<file path="config.mk">
export PLATFORM = sky130hd
export DESIGN_NAME = resp_router
export DESIGN_NICKNAME = d
export VERILOG_FILES = /design/src/rtl/resp_router.sv
export SDC_FILE = /design/constraint.sdc
export NUM_CORES = 1
export LEC_CHECK = 0
export CAP_MARGIN = 20
export CORE_AREA = 2 2 50 98
export CTS_BUF_LIST = sky130_fd_sc_hd__clkbuf_8
export DETAILED_ROUTE_END_ITERATION = 8
export DIE_AREA = 0 0 52 100
export PLACE_DENSITY = 0.8
export SLEW_MARGIN = 15
export SYNTH_ARGS = -nofsm -noshare
export SYNTH_HDL_FRONTEND = slang
export SYNTH_SLANG_ARGS = --single-unit
</file>
<file path="constraint.sdc">
create_clock -name clk -period 3.7 [get_ports clk]
set_input_delay 0.74 -clock clk [delete_from_list [all_inputs] [get_ports clk]]
set_output_delay 0.74 -clock clk [all_outputs]
set_load 0.01 [all_outputs]
</file>
<file path="src/rtl/resp_router.sv">
// Response router: tracks grant winners in an in-order FIFO and steers responses back to them.
// Optional sticky protocol checking is enabled with the macro RESP_ROUTER_ERR_CHECK_EN.
module resp_router #(
  parameter int NUM_REQUESTERS  = 4,
  parameter int DATA_WIDTH      = 32,
  parameter int MAX_OUTSTANDING = 8
) (
  input  logic                               clk,
  input  logic                               rst_n,
  input  logic [NUM_REQUESTERS-1:0]          i_grants,
  input  logic                               i_issue_valid,
  output logic                               o_issue_ready,
  input  logic                               i_resp_valid,
  input  logic [DATA_WIDTH-1:0]              i_resp_data,
  output logic                               o_resp_ready,
  output logic [NUM_REQUESTERS-1:0]          o_resp_valid,
  output logic [DATA_WIDTH-1:0]              o_resp_data,
  input  logic [NUM_REQUESTERS-1:0]          i_resp_ready,
  output logic [$clog2(MAX_OUTSTANDING):0]   o_outstanding,
  output logic                               o_err
);

  localparam int PW = $clog2(MAX_OUTSTANDING);
  localparam int IW = $clog2(NUM_REQUESTERS);

  function automatic logic [IW-1:0] lowest_idx(input logic [NUM_REQUESTERS-1:0] g);
    lowest_idx = {IW{1'b0}};
    for (int i = NUM_REQUESTERS - 1; i >= 0; i--) begin
      if (g[i]) lowest_idx = IW'(i);
    end
  endfunction

  logic [IW-1:0] mem_r [MAX_OUTSTANDING];
  logic [PW:0]   wr_ptr_r, rd_ptr_r, count_r;
  logic [PW:0]   wr_nxt_s, rd_nxt_s;
  logic          empty_s, full_s, push_s, pop_s;
  logic [IW-1:0] head_idx_s;
  logic [NUM_REQUESTERS-1:0] resp_valid_s;

  assign empty_s    = (count_r == {(PW+1){1'b0}});
  assign full_s     = (count_r == (PW+1)'(MAX_OUTSTANDING));
  assign head_idx_s = mem_r[rd_ptr_r[PW-1:0]];

  assign o_issue_ready = !full_s;
  assign o_resp_ready  = !empty_s && i_resp_ready[head_idx_s];
  assign o_resp_data   = i_resp_data;
  assign o_resp_valid  = resp_valid_s;
  assign o_outstanding = count_r;

  assign push_s = i_issue_valid && !full_s && (i_grants != {NUM_REQUESTERS{1'b0}});
  assign pop_s  = i_resp_valid && o_resp_ready;

  // Next pointer values; the count register is derived from them so it tracks wr - rd exactly
  always_comb begin
    wr_nxt_s = wr_ptr_r;
    rd_nxt_s = rd_ptr_r;
    if (push_s) wr_nxt_s = wr_ptr_r + {{PW{1'b0}}, 1'b1};
    else        wr_nxt_s = wr_ptr_r;
    if (pop_s)  rd_nxt_s = rd_ptr_r + {{PW{1'b0}}, 1'b1};
    else        rd_nxt_s = rd_ptr_r;
  end

  // Steer the response valid to the requester recorded at the FIFO head
  always_comb begin
    resp_valid_s = {NUM_REQUESTERS{1'b0}};
    if (i_resp_valid && !empty_s) resp_valid_s[head_idx_s] = 1'b1;
    else                          resp_valid_s = {NUM_REQUESTERS{1'b0}};
  end

  // Tracking FIFO storage, pointers and registered occupancy
  always_ff @(posedge clk or negedge rst_n) begin
    if (!rst_n) begin
      wr_ptr_r <= {(PW+1){1'b0}};
      rd_ptr_r <= {(PW+1){1'b0}};
      count_r  <= {(PW+1){1'b0}};
      for (int i = 0; i < MAX_OUTSTANDING; i++) mem_r[i] <= {IW{1'b0}};
    end else begin
      if (push_s) mem_r[wr_ptr_r[PW-1:0]] <= lowest_idx(i_grants);
      wr_ptr_r <= wr_nxt_s;
      rd_ptr_r <= rd_nxt_s;
      count_r  <= wr_nxt_s - rd_nxt_s;
    end
  end

`ifdef RESP_ROUTER_ERR_CHECK_EN
  logic err_r, empty_resp_r, err_cond_s, onehot_s;

  assign onehot_s = (i_grants != {NUM_REQUESTERS{1'b0}}) &&
                    ((i_grants & (i_grants - {{(NUM_REQUESTERS-1){1'b0}}, 1'b1})) ==
                     {NUM_REQUESTERS{1'b0}});
  // A response valid is tolerated for one empty cycle; a second consecutive one is an error
  assign err_cond_s = (i_issue_valid && !onehot_s) ||
                      (i_issue_valid && full_s) ||
                      (i_resp_valid && empty_s && empty_resp_r);

  // Sticky error flag, cleared only by reset
  always_ff @(posedge clk or negedge rst_n) begin
    if (!rst_n) begin
      err_r        <= 1'b0;
      empty_resp_r <= 1'b0;
    end else begin
      empty_resp_r <= i_resp_valid && empty_s;
      if (err_cond_s) err_r <= 1'b1;
    end
  end

  assign o_err = err_r;
`else
  assign o_err = 1'b0;
`endif

endmodule

</file>
# Word-level counts from Yosys, hierarchy flattened
# Index checks and enable logic that the tools add are counted.
word_totals:
  regBits: 28
  latchBits: 0
  ramBits: 0
  romBits: 0
  inputBits: 44
  output_inout_bits: 43
  elab_cells: 51
  memories: 0
classes:
  add_sub_neg: 3
  multipliers: 0
  div_mod_pow: 0
  n_lt_le_gt_ge: 5
  n_eq_ne: 1
  shift: 0
  mux: 18
  bitwise: 2
  n_reduce_logical: 11
ops:
  columns: ["op", "count"]
  rows:
  - ["$bwmux W16", 1]
  - ["$mux W2", 8]
  - ["$mux W4", 3]
  - ["$add A4 B1 Y4 const B", 2]
  - ["$ge A4 B4 Y1 const B", 2]
  - ["$not A3 Y4", 2]
  - ["$logic_and A1 B1 Y1", 7]
  - ["$bmux W2 S3", 1]
  - ["$demux W2 S3", 1]
  - ["$eq A4 B4 Y1 const B", 1]
  - ["$logic_not A4 Y1", 1]
  - ["$lt A4 B1 Y1 const B", 1]
  - ["$reduce_bool A4 Y1", 1]
  - ["$sub A4 B4 Y4", 1]
  - ["$lt A2 B3 Y1 const B", 1]
  - ["$bmux W1 S2", 1]
  - ["$demux W1 S2", 1]
  - ["$ge A2 B1 Y1 const B", 1]
  - ["$logic_not A1 Y1", 2]
  - ["$mux W1", 2]

# Depth between registers and ports, before layout
# Gate-level depths: netlist (run 1).
depth:
  depth_word: 10
  ltp_mapped: 14

# Worst setup path before layout (run 1)
# OpenSTA, ideal clock, no wires.
synth_timing:
  path_kind: "reg2reg"
  start: "register rd_ptr_r[0]"
  end: "register count_r[3] (netlist: o_outstanding[3])"
  t_arrival_ps: 2929
  t_required_ps: 3577
  setup_slack_ps: 649
  path_stages_with_launch: 13
  path_buffers: 1
  path_cell_list: "dfrtp_1 buf_6 mux4_2 mux2_4 mux4_2 nand2_4 mux2i_1 ha_1 a21o_1 a21oi_1 xnor3_1 xnor2_1 xnor2_1"
synth_between:
  elab_chain_len: 10
  elab_cells_between_ends: 11
  cone_classes: "2 x add/sub; 6 x mux; 1 x bitwise; 2 x reduce/logical"
synth_rtl:
  columns: ["item", "line_no", "text"]
  rows:
  - ["start, declared", "34", "logic [PW:0] wr_ptr_r, rd_ptr_r, count_r;"]
  - ["start signal, assigned", "74", "rd_ptr_r <= {(PW+1){1'b0}};"]
  - ["start signal, assigned", "80", "rd_ptr_r <= rd_nxt_s;"]
  - ["$not A3 Y4 (implied by the code)", "42", "assign head_idx_s = mem_r[rd_ptr_r[PW-1:0]];"]
  - ["$bmux W2 S3", "42", null]
  - ["$mux W2 (implied by the code) (2 in series)", "42", null]
  - ["$bmux W1 S2", "45", "assign o_resp_ready = !empty_s && i_resp_ready[head_idx_s];"]
  - ["$mux W1 (implied by the code)", "45", null]
  - ["$logic_and A1 B1 Y1", "45", null]
  - ["$logic_and A1 B1 Y1", "51", "assign pop_s = i_resp_valid && o_resp_ready;"]
  - ["$mux W4 *", "59", "if (pop_s) rd_nxt_s = rd_ptr_r + {{PW{1'b0}}, 1'b1};"]
  - ["$sub A4 B4 Y4 *", "81", "count_r <= wr_nxt_s - rd_nxt_s;"]
  - ["end signal, assigned", "75", "count_r <= {(PW+1){1'b0}};"]
  - ["end signal, assigned", "81", null]
  - ["end, declared", "34", null]
# Every way passes the cells marked *; elsewhere a longest branch is shown, timed or not. The select of a mux whose other input is x is not followed.
# A chain may end at the register's enable or synchronous reset.

# Worst setup path in the final report (run 1)
layout_timing:
  start: "register rd_ptr_r[0]"
  end: "output o_resp_ready"
layout_between:
  elab_chain_len: 7
layout_rtl:
  columns: ["item", "line_no", "text"]
  rows:
  - ["$not A3 Y4 (implied by the code)", "42", null]
  - ["$bmux W2 S3", "42", null]
  - ["$mux W2 (implied by the code) (2 in series)", "42", null]
  - ["$bmux W1 S2", "45", null]
  - ["$mux W1 (implied by the code)", "45", null]
  - ["$logic_and A1 B1 Y1", "45", null]
  - ["end, declared", "15", "output logic o_resp_ready,"]
# No other way between the ends. The select of a mux whose other input is x is not followed.

==> results of run 1 <==
Yosys cell counts, types with 2 or more instances:
library cell,number,share of area [%]
a21oi_1,2,0.56
and2_1,2,0.70
and3_1,3,1.0
and3b_1,2,0.97
buf_2,2,0.56
buf_4,33,14
dfrtp_1,28,39
ha_1,5,3.5
inv_1,6,1.3
mux2_1,16,10
mux2_4,2,1.7
mux2i_1,4,2.2
mux4_2,3,3.8
nand2_1,3,0.63
nand2b_1,2,0.70
nand3_1,2,0.56
nand3_2,2,1.1
nand3b_1,2,0.83
nand4b_1,2,0.97
nor2_1,5,1.0
nor2b_1,2,0.70
nor3_1,2,0.56
xnor2_1,7,3.4
xor2_1,3,1.5
sequential cells by signal, indices dropped and copies added (netlist names):
register / cells
rd_ptr_r: 4
o_outstanding: 4
wr_ptr_r: 4
mem_r: 16
worst max-delay path, stage by stage (launching register included):
cell	delay, ns
dfrtp_1	0.59
buf_4	0.20
nor2b_2	0.04
a2111oi_2	0.27
and4b_4	0.26
mux4_2	0.50
and2_1	0.17
clkdlybuf4s50_1	0.47
metal layers:
| layer | track usage, % | up-vias | part of all wire, % |
|---|---|---|---|
| met4 | 5.87 | 0 | 2.3 |
| met2 | 20.8 | 47 | 49 |
| met5 | 0 | - | 0 |
| li1 | - | 477 | - |
| met3 | 3.57 | 7 | 6.9 |
| met1 | 17.0 | 517 | 41 |
logic make-up after synthesis:
group	Yosys count
AOI/OAI and AO/OA	6
and+or+nand+nor	34
muxes	26
adders and majority gates	6
buffers and inverters	43
DFF	28
other	1
xor gates and xnor gates	11
area by class of cell:
| type | count | share of cell area [%] |
|---|---|---|
| multi-input cells | 84 | 42.6 |
| clock buffers | 4 | 2.93 |
| well taps | 55 | 3.66 |
| inverters | 6 | 1.20 |
| flip-flops and latches | 28 | 37.2 |
| repair buffers | 24 | 12.4 |
worst paths after layout:
path	depth (start not counted)	startpoint	slack (ns)	endpoint
max in group asynchronous	2	rst_n	2.61	mem_r[4]$_DFFE_PN0P_
min in group asynchronous	2	rst_n	0.83	mem_r[5]$_DFFE_PN0P_
setup / recovery	7	rd_ptr_r[0]$_DFF_PN0_	0.19	o_resp_ready
setup reg to reg	14	rd_ptr_r[0]$_DFF_PN0_	0.27	o_outstanding[3]$_DFF_PN0_
hold reg to reg	1	wr_ptr_r[3]$_DFF_PN0_	0.49	wr_ptr_r[3]$_DFF_PN0_
hold / removal	1	wr_ptr_r[3]$_DFF_PN0_	0.49	wr_ptr_r[3]$_DFF_PN0_
power breakdown:
part | total (mW) | switching, mW | internal (mW)
combinational | 0.957 | 0.400 | 0.556
sequential | 0.615 | 0.156 | 0.458
clock | 0.188 | 0.0922 | 0.0954
total | 1.76 | 0.649 | 1.11
==> metrics.md, run 1 <==
| Metric | Value |
|---|---|
| GRT Total Usage | 13.3% |
| Die ar. | 5200 um2 |
| Most frequent cells in the layout | dfrtp_1 (28), clkdlybuf4s50_1 (21), mux2_1 (16) |
| Final wirelength | 3020 um |
| Wire per inst | 15.0 um |
| Post-route DRC | 0 |
| CTS tree | yes |
| Initial Util | 39.9% |
| Worst hold-check path type | flop to flop |
| Syn nets | 205 |
| Area of the core | 4510 um2 |
| Setup Buffers After CTS | 0 |
| Commonest non-fill, non-tap cell in the layout | dfrtp_1 |
| Post-synthesis adder-cell area fraction | 4.59% |
| Worst-Margin Slew | 0.785 ns |
| PnR Total Power | 1.76 mW |
| Clk_skew | 0.00788 ns |
| Clock Tree Root | clkbuf_8 |
| Critical Path RT | 2.96 ns |
| Largest net degree at the start of global routing | 29 |
| Fin crit period | 3.51 ns |
| CTS max path bufs | 2 |
| Gr ovfl total | 0 |
| Rows | 35 |
| Setup TNS | 0 ns |
| Fmax | 285 MHz |
| Final Instance Count excl. Fillers | 201 |
| CTS HTree Levels | 1 |
| Power density over the cells | 935 nW/um2 |
| Clock Sink Count | 28 |
| Port bufs | 21 |
| Layout cells sized above 1 | 14.4% |
| CTS clk-pin slew, worst paths | 0.09 ns |
| Slew Viols, Final | 0 |
| Worst setup margin | 0.189 ns |
| Fraction of registers with async set/reset | 100% |
| 1st-iter DRT viols | 11 |
| Yosys cell types | 39 |
| CP Data Arrival Time | 2.77 ns |
| # fillers | 421 |
| First-pass GRT wire length | 5240 um |
| CP Max Fanout | 9 |
| Detailed Routing Iterations Pass 1 | 4 |
| GP Congestion | 0.770 |
| Primary FF master, synth | dfrtp_1 |
| Antenna violations before repair | 0 |
| Post-Place Setup Slack | 0.226 ns |
| Hold buffers post-CTS | 0 |
| Multi-input logic area | 802 um2 |
| Synthesized flop and latch total | 28 |
| Worst hold slack | 0.486 ns |
| Skew-Pair Late Insertion Delay | 0.28 ns |
| EDFF count, synth | 0 |
| Area Growth Syn to Fin | 4.66% |
| Dpl hpwl | 2390 um |
| Inserted Diodes | 0 |
| Ys Warns | 0 |
| Leak | 0.852 nW |
| Slew HR | 47.2% |
| Combinational family with the most area after synthesis | multiplexers |
| Finished Core Util | 41.7% |
| Final hold vios | 0 |
| Routed vias | 1048 |
| CP endpoint kind | output port |
| Non-Filler Cell Area, Final | 1880 um2 |
| Cts repair resizes | 0 |
| Synth Area in Compound Gates | 2.78% |
| Die height | 100 um |
| Outcome | complete, no violations |
| Post-synthesis mux area share | 18.3% |
| Post-Syn Instances | 155 |
| Post-synthesis simple-gate area fraction | 12.6% |
| Cell Area, Placed | 1830 um2 |
| RSZ-0062 raised after global routing | no |
| # IOs | 87 |
| Vias/cell | 5.21 |
| Die X | 52 um |
| Nets | 197 |
| Vias in the first global route | 1087 |
| Placed Cells incl. Taps | 197 |
| Worst vdd ir | 0.611 mV |
| DRT antenna net count | 0 |
| Period Utilization, post-route | 94.9% |
| Max Cap Viol | 0 |
| Xor/xnor share of the synthesized area | 6.12% |
| Cts bufs inserted | 3 |
| Mapped cell area | 1800 um2 |
| Setup CP Type | flop to output port |
| Reg area | 701 um2 |
| Seq/Total Area, Yosys | 39.0% |
| Final setup fails | 0 |
| Avg Cell Area, Syn | 11.6 um2 |
| Worst Setup Start Kind | flop |
(Power assumes the default switching activity.)
==> run 2, diff against run 1 <==
--- a/config.mk
+++ b/config.mk
@@ -8,6 +8,7 @@
 export CAP_MARGIN = 20
 export CORE_AREA = 2 2 50 98
 export CTS_BUF_LIST = sky130_fd_sc_hd__clkbuf_8
+export CTS_CLUSTER_DIAMETER = 120
 export DETAILED_ROUTE_END_ITERATION = 8
 export DIE_AREA = 0 0 52 100
 export PLACE_DENSITY = 0.8
==> results of run 2 <==
Same layout as run 1: the final DEF is identical, and so are final timing and power.
==> run 3, diff against run 2 <==
--- a/config.mk
+++ b/config.mk
@@ -11,6 +11,7 @@
 export CTS_CLUSTER_DIAMETER = 120
 export DETAILED_ROUTE_END_ITERATION = 8
 export DIE_AREA = 0 0 52 100
+export MAX_ROUTING_LAYER = met4
 export PLACE_DENSITY = 0.8
 export SLEW_MARGIN = 15
 export SYNTH_ARGS = -nofsm -noshare
==> run 3 against run 2 <==
  * Sequential power barely moved
  * Sequential cell count did not move
  * First-iteration DRC count rose by 9.1%
  * Count of clock-buffer cells in the layout did not move
  * Total power barely moved
  * Utilization did not move
  * Clock skew barely moved
  * Combinational power barely moved
  * Final cell count did not move
  * Hold slack barely moved
  * Die area did not move
  * Critical path depth did not move
  * Largest cell class unchanged
==> metrics.md, run 3 (synthesis results as in run 1) <==
| Metric | Value |
|---|---|
| Die ar. | 5200 um2 |
| Worst setup path start | rd_ptr_r[0]$_DFF_PN0_ |
| Final setup fails | 0 |
| Setup Buffers After CTS | 0 |
| Worst Min Path Start | wr_ptr_r[3]$_DFF_PN0_ |
| Largest register FFs | 16 |
| Fmax | 285 MHz |
| Routed vias | 1055 |
| Leak | 0.852 nW |
| Detailed Routing Iterations Pass 1 | 4 |
| First-pass GRT wire length | 5240 um |
| Clk_skew | 0.00748 ns |
| Worst Setup Start Kind | flop |
| Inserted Diodes | 0 |
| Die height | 100 um |
| Met1 Use GR | 16.8% |
| Final hold vios | 0 |
| Clock Sink Count | 28 |
| Gr ovfl total | 0 |
| Vias/cell | 5.25 |
| Nets | 197 |
| Dpl hpwl | 2390 um |
| CP endpoint kind | output port |
| DRT antenna net count | 0 |
| RSZ-0062 raised after global routing | no |
| Antenna violations before repair | 0 |
| CP Data Arrival Time | 2.77 ns |
| Commonest non-fill, non-tap cell in the layout | dfrtp_1 |
| Post-Place Setup Slack | 0.226 ns |
| Final wirelength | 3020 um |
| Port bufs | 21 |
| Area Growth Syn to Fin | 4.66% |
| Register with the highest flop count | mem_r |
| CTS HTree Levels | 1 |
| Slew Viols, Final | 0 |
| Worst-Margin Slew | 0.793 ns |
| 1st-iter DRT viols | 12 |
| Met3 GRT Util | 3.57% |
| Global route hottest layer | met2 |
| Non-Filler Cell Area, Final | 1880 um2 |
| Setup TNS | 0 ns |
| Period Utilization, post-route | 94.8% |
| Wire per inst | 15.0 um |
| Skew-Pair Late Insertion Delay | 0.28 ns |
| Slew HR | 46.7% |
| Worst vdd ir | 0.608 mV |
| # IOs | 87 |
| Most frequent cells in the layout | dfrtp_1 (28), clkdlybuf4s50_1 (21), mux2_1 (16) |
| Post-route DRC | 0 |
| Reg-to-reg startpoint | rd_ptr_r[0]$_DFF_PN0_ |
| Worst hold slack | 0.486 ns |
| Layout cells sized above 1 | 14.4% |
| Outcome | complete, no violations |
| CTS tree | yes |
| Hold buffers post-CTS | 0 |
| Largest net degree at the start of global routing | 29 |
| Vias in the first global route | 1090 |
| Fin crit period | 3.51 ns |
| CTS clk-pin slew, worst paths | 0.09 ns |
| CP Max Fanout | 9 |
| Max Cap Viol | 0 |
| Die X | 52 um |
| Cts bufs inserted | 3 |
| CTS max path bufs | 2 |
| Cell Area, Placed | 1830 um2 |
| Setup CP Type | flop to output port |
| Global routing usage on met2 | 21.0% |
| Register-to-Register Setup Slack | 0.28 ns |
| Rows | 35 |
| Cts repair resizes | 0 |
| Worst hold-check path type | flop to flop |
| Critical Path RT | 2.96 ns |
| Power density over the cells | 934 nW/um2 |
| GRT Total Usage | 13.7% |
| Worst setup margin | 0.194 ns |
| Clock Tree Root | clkbuf_8 |
| Area of the core | 4510 um2 |
| GP Congestion | 0.780 |
| Initial Util | 39.9% |
[run 3: cell counts in the layout (fill, tap and decap cells not counted)]
Identical to the previous run, type by type.
[run 3: final timing paths]
path | end | cells after the start
setup / recovery | o_resp_ready | 7
hold / removal | wr_ptr_r[3]$_DFF_PN0_ | 1
setup reg to reg | o_outstanding[3]$_DFF_PN0_ | 14
hold reg to reg | wr_ptr_r[3]$_DFF_PN0_ | 1
max in group asynchronous | mem_r[4]$_DFFE_PN0P_ | 2
min in group asynchronous | mem_r[5]$_DFFE_PN0P_ | 2
[run 3: final cells by class]
class,instances,area [um2]
tap,55,68.8
multi-input combinational,84,802
inverter,6,22.5
timing repair buffer,24,233
clock buffer,4,55.1
sequential,28,701
fill,421,2630
[run 3: worst max-delay path: stages (launching register included)]
cell	delay, ns
dfrtp_1	0.58
buf_4	0.19
nor2b_2	0.04
a2111oi_2	0.27
and4b_4	0.26
mux4_2	0.50
and2_1	0.17
clkdlybuf4s50_1	0.47
[run 3: power breakdown]
group / leakage, nW / switching (mW) / internal, mW
clock network: 0.0288 / 0.0921 / 0.0954
registers: 0.348 / 0.156 / 0.458
logic: 0.474 / 0.400 / 0.557
[run 3: stage by stage]
step           std cells  util [%]  power (mW)
5_1_grt              201      41.7        1.91
6_report             201      41.7        1.76
4_1_cts              201      41.7        1.78
2_1_floorplan        155         -        1.34
3_5_place_dp         197      40.5        1.59
3_3_place_gp         197      40.5        1.55
[run 3: routing by layer]
| metal | share of wire [%] | wire length [um] | vias up |
|---|---|---|---|
| li1 | - | - | 478 |
| met2 | 49 | 1490 | 47 |
| met1 | 42 | 1250 | 523 |
| met5 | 0 | 0 | - |
| met3 | 6.7 | 201 | 7 |
| met4 | 2.4 | 74 | 0 |
==> RTL edit: new RTL, flow settings as in run 2 <==
`DATA_WIDTH`: 32 -> 64.
--- a/src/rtl/resp_router.sv
+++ b/src/rtl/resp_router.sv
@@ -3,5 +3,5 @@
 module resp_router #(
   parameter int NUM_REQUESTERS  = 4,
-  parameter int DATA_WIDTH      = 32,
+  parameter int DATA_WIDTH      = 64,
   parameter int MAX_OUTSTANDING = 8
 ) (
Ports: changed (resized i_resp_data and o_resp_data); port bits go from 87 to 151. The function was not compared with the original's and may differ.
==> RTL edit against run 2 <==
Core utilization fell by 0.64 points; sequential cell count did not move; area after synthesis rose by 13%; synthesized cell count rose by 21%; first-iteration DRC count fell by 18%; combinational power barely moved; setup slack got worse by 0.021 ns; hold slack got worse by 0.0039 ns; count of clock-buffer cells in the layout fell by 1; wire length rose by 25%; total power fell by 1.9%; final area fell by 1.5%; largest power group unchanged; highest routed layer unchanged.
==> RTL edit: results (changes against run 2) <==
The flow ran to the end, and the final reports show no timing, DRC or antenna violations. The via count of the first global-routing pass is 1195 (was 1087). The arrival time of data at the critical path endpoint was 2.79 ns (was 2.77 ns).

The run gives 427 (was 421) as the number of inserted filler cells in the final layout. The area fraction in compound gates after synthesis is 0.02455 (was 0.02784), and the xor/xnor cell area share of the yosys netlist is 0.05402 (was 0.06124). The logs give 0.1647 (was 0.1704) for the met1 demand-to-capacity share in global routing and 0.3438 (was 0.3897) for the proportion of synthesized chip area in sequential cells.

Met3 routing resource usage after global routing: 0.1354 (was 0.03571). The number of nets at the end of the flow is 227 (was 197), and the met1 routed wirelength after detailed routing is 1.312 mm (was 1.245 mm). For the worst-case setup slack after placement, the log shows 0.2631 ns (was 0.2258 ns). Longest individual stage delay on the worst path: 0.63 ns (was 0.59 ns). For the total placed instance area, the log shows 1812 µm² (was 1827 µm²). Biggest area contributors in the synthesized netlist: sky130_fd_sc_hd__dfrtp_1 34%, sky130_fd_sc_hd__buf_4 24%, sky130_fd_sc_hd__mux2_1 8.8% (was sky130_fd_sc_hd__dfrtp_1 39%, sky130_fd_sc_hd__buf_4 14%, sky130_fd_sc_hd__mux2_1 10%).

The mux share of post-synthesis cell area is 0.1614 (was 0.1830), and the share of layout cells above drive strength 1 is 0.1259 (was 0.1438). The global-route wire length before repair came out at 5.996 mm (was 5.244 mm). The areal power density over the cells was 931.5 nW/µm² (was 934.6 nW/µm²).

The synthesized net count was 269 (was 205); the initial DRC count was 9 (was 11). The run gives 195 (was 197) as the post-placement cell count. The logs give 689 µm (was 209 µm) for the routed length on met3 and 0.2162 (was 0.2084) for the fraction of met2 tracks used by global routing.

The share of synthesized cell area in full adder, half adder and majority cells was 0.04052 (was 0.04593). The per-cell routed wire length came out at 19.08 µm (was 15.00 µm). The tools report the via count of the routed design as 1104 (was 1048). Power drawn by the sequential cells: 613 µW (was 615 µW).

Top cells by instance count after synthesis: 65 x sky130_fd_sc_hd__buf_4, 28 x sky130_fd_sc_hd__dfrtp_1, 16 x sky130_fd_sc_hd__mux2_1 (was 33 x sky130_fd_sc_hd__buf_4, 28 x sky130_fd_sc_hd__dfrtp_1, 16 x sky130_fd_sc_hd__mux2_1). The leakage dissipation was 0.8343 nW (was 0.8516 nW); the post-route clock skew was 0.004893 ns (was 0.007876 ns). The transition time at the pin with the least slew margin came out at 0.8016 ns (was 0.7854 ns). The tools report the combined global-route utilization of all metal layers as 0.1551 (was 0.1335). The wire length on met2 was 1.665 mm (was 1.490 mm). The cell-internal power is 1.084 mW (was 1.110 mW), and the highest fanout seen on the critical path is 10 (was 9). The power consumed by combinational cells was 954 µW (was 957 µW). The synthesized netlist cell count is 187 (was 155). The category of cells accounting for the largest share of critical-path delay is multiplexers (was buffers and inverters).

The placer's final routability congestion estimate was 0.7657 (was 0.7699).
RTL edit: worst paths after layout:
check / startpoint / cells after the start / end / slack [ns]
max: rd_ptr_r[0] / 5 / o_resp_ready / 0.17
min: wr_ptr_r[3] / 1 / wr_ptr_r[3] / 0.48
max in group asynchronous: rst_n / 2 / wr_ptr_r[2] / 2.61
min reg2reg: wr_ptr_r[3] / 1 / wr_ptr_r[3] / 0.48
max reg2reg: rd_ptr_r[0] / 12 / o_outstanding[3] / 0.36
min in group asynchronous: rst_n / 2 / mem_r[5] / 0.84
RTL edit: layout make-up:
type / count / share of cell area
Clock buffer: 3 / 0.02228
Multi-Input combinational cell: 84 / 0.4328
Sequential cell: 28 / 0.3781
Tap cell: 55 / 0.03714
Timing Repair Buffer: 22 / 0.1175
Inverter: 6 / 0.01215
RTL edit: kinds of logic after synthesis:
kind of cell / count (synthesis)
xor+xnor: 11
buf+inv: 75
compound gates: 6
flops: 28
mux: 26
simple gates: 34
other cells: 1
fa+ha+maj: 6
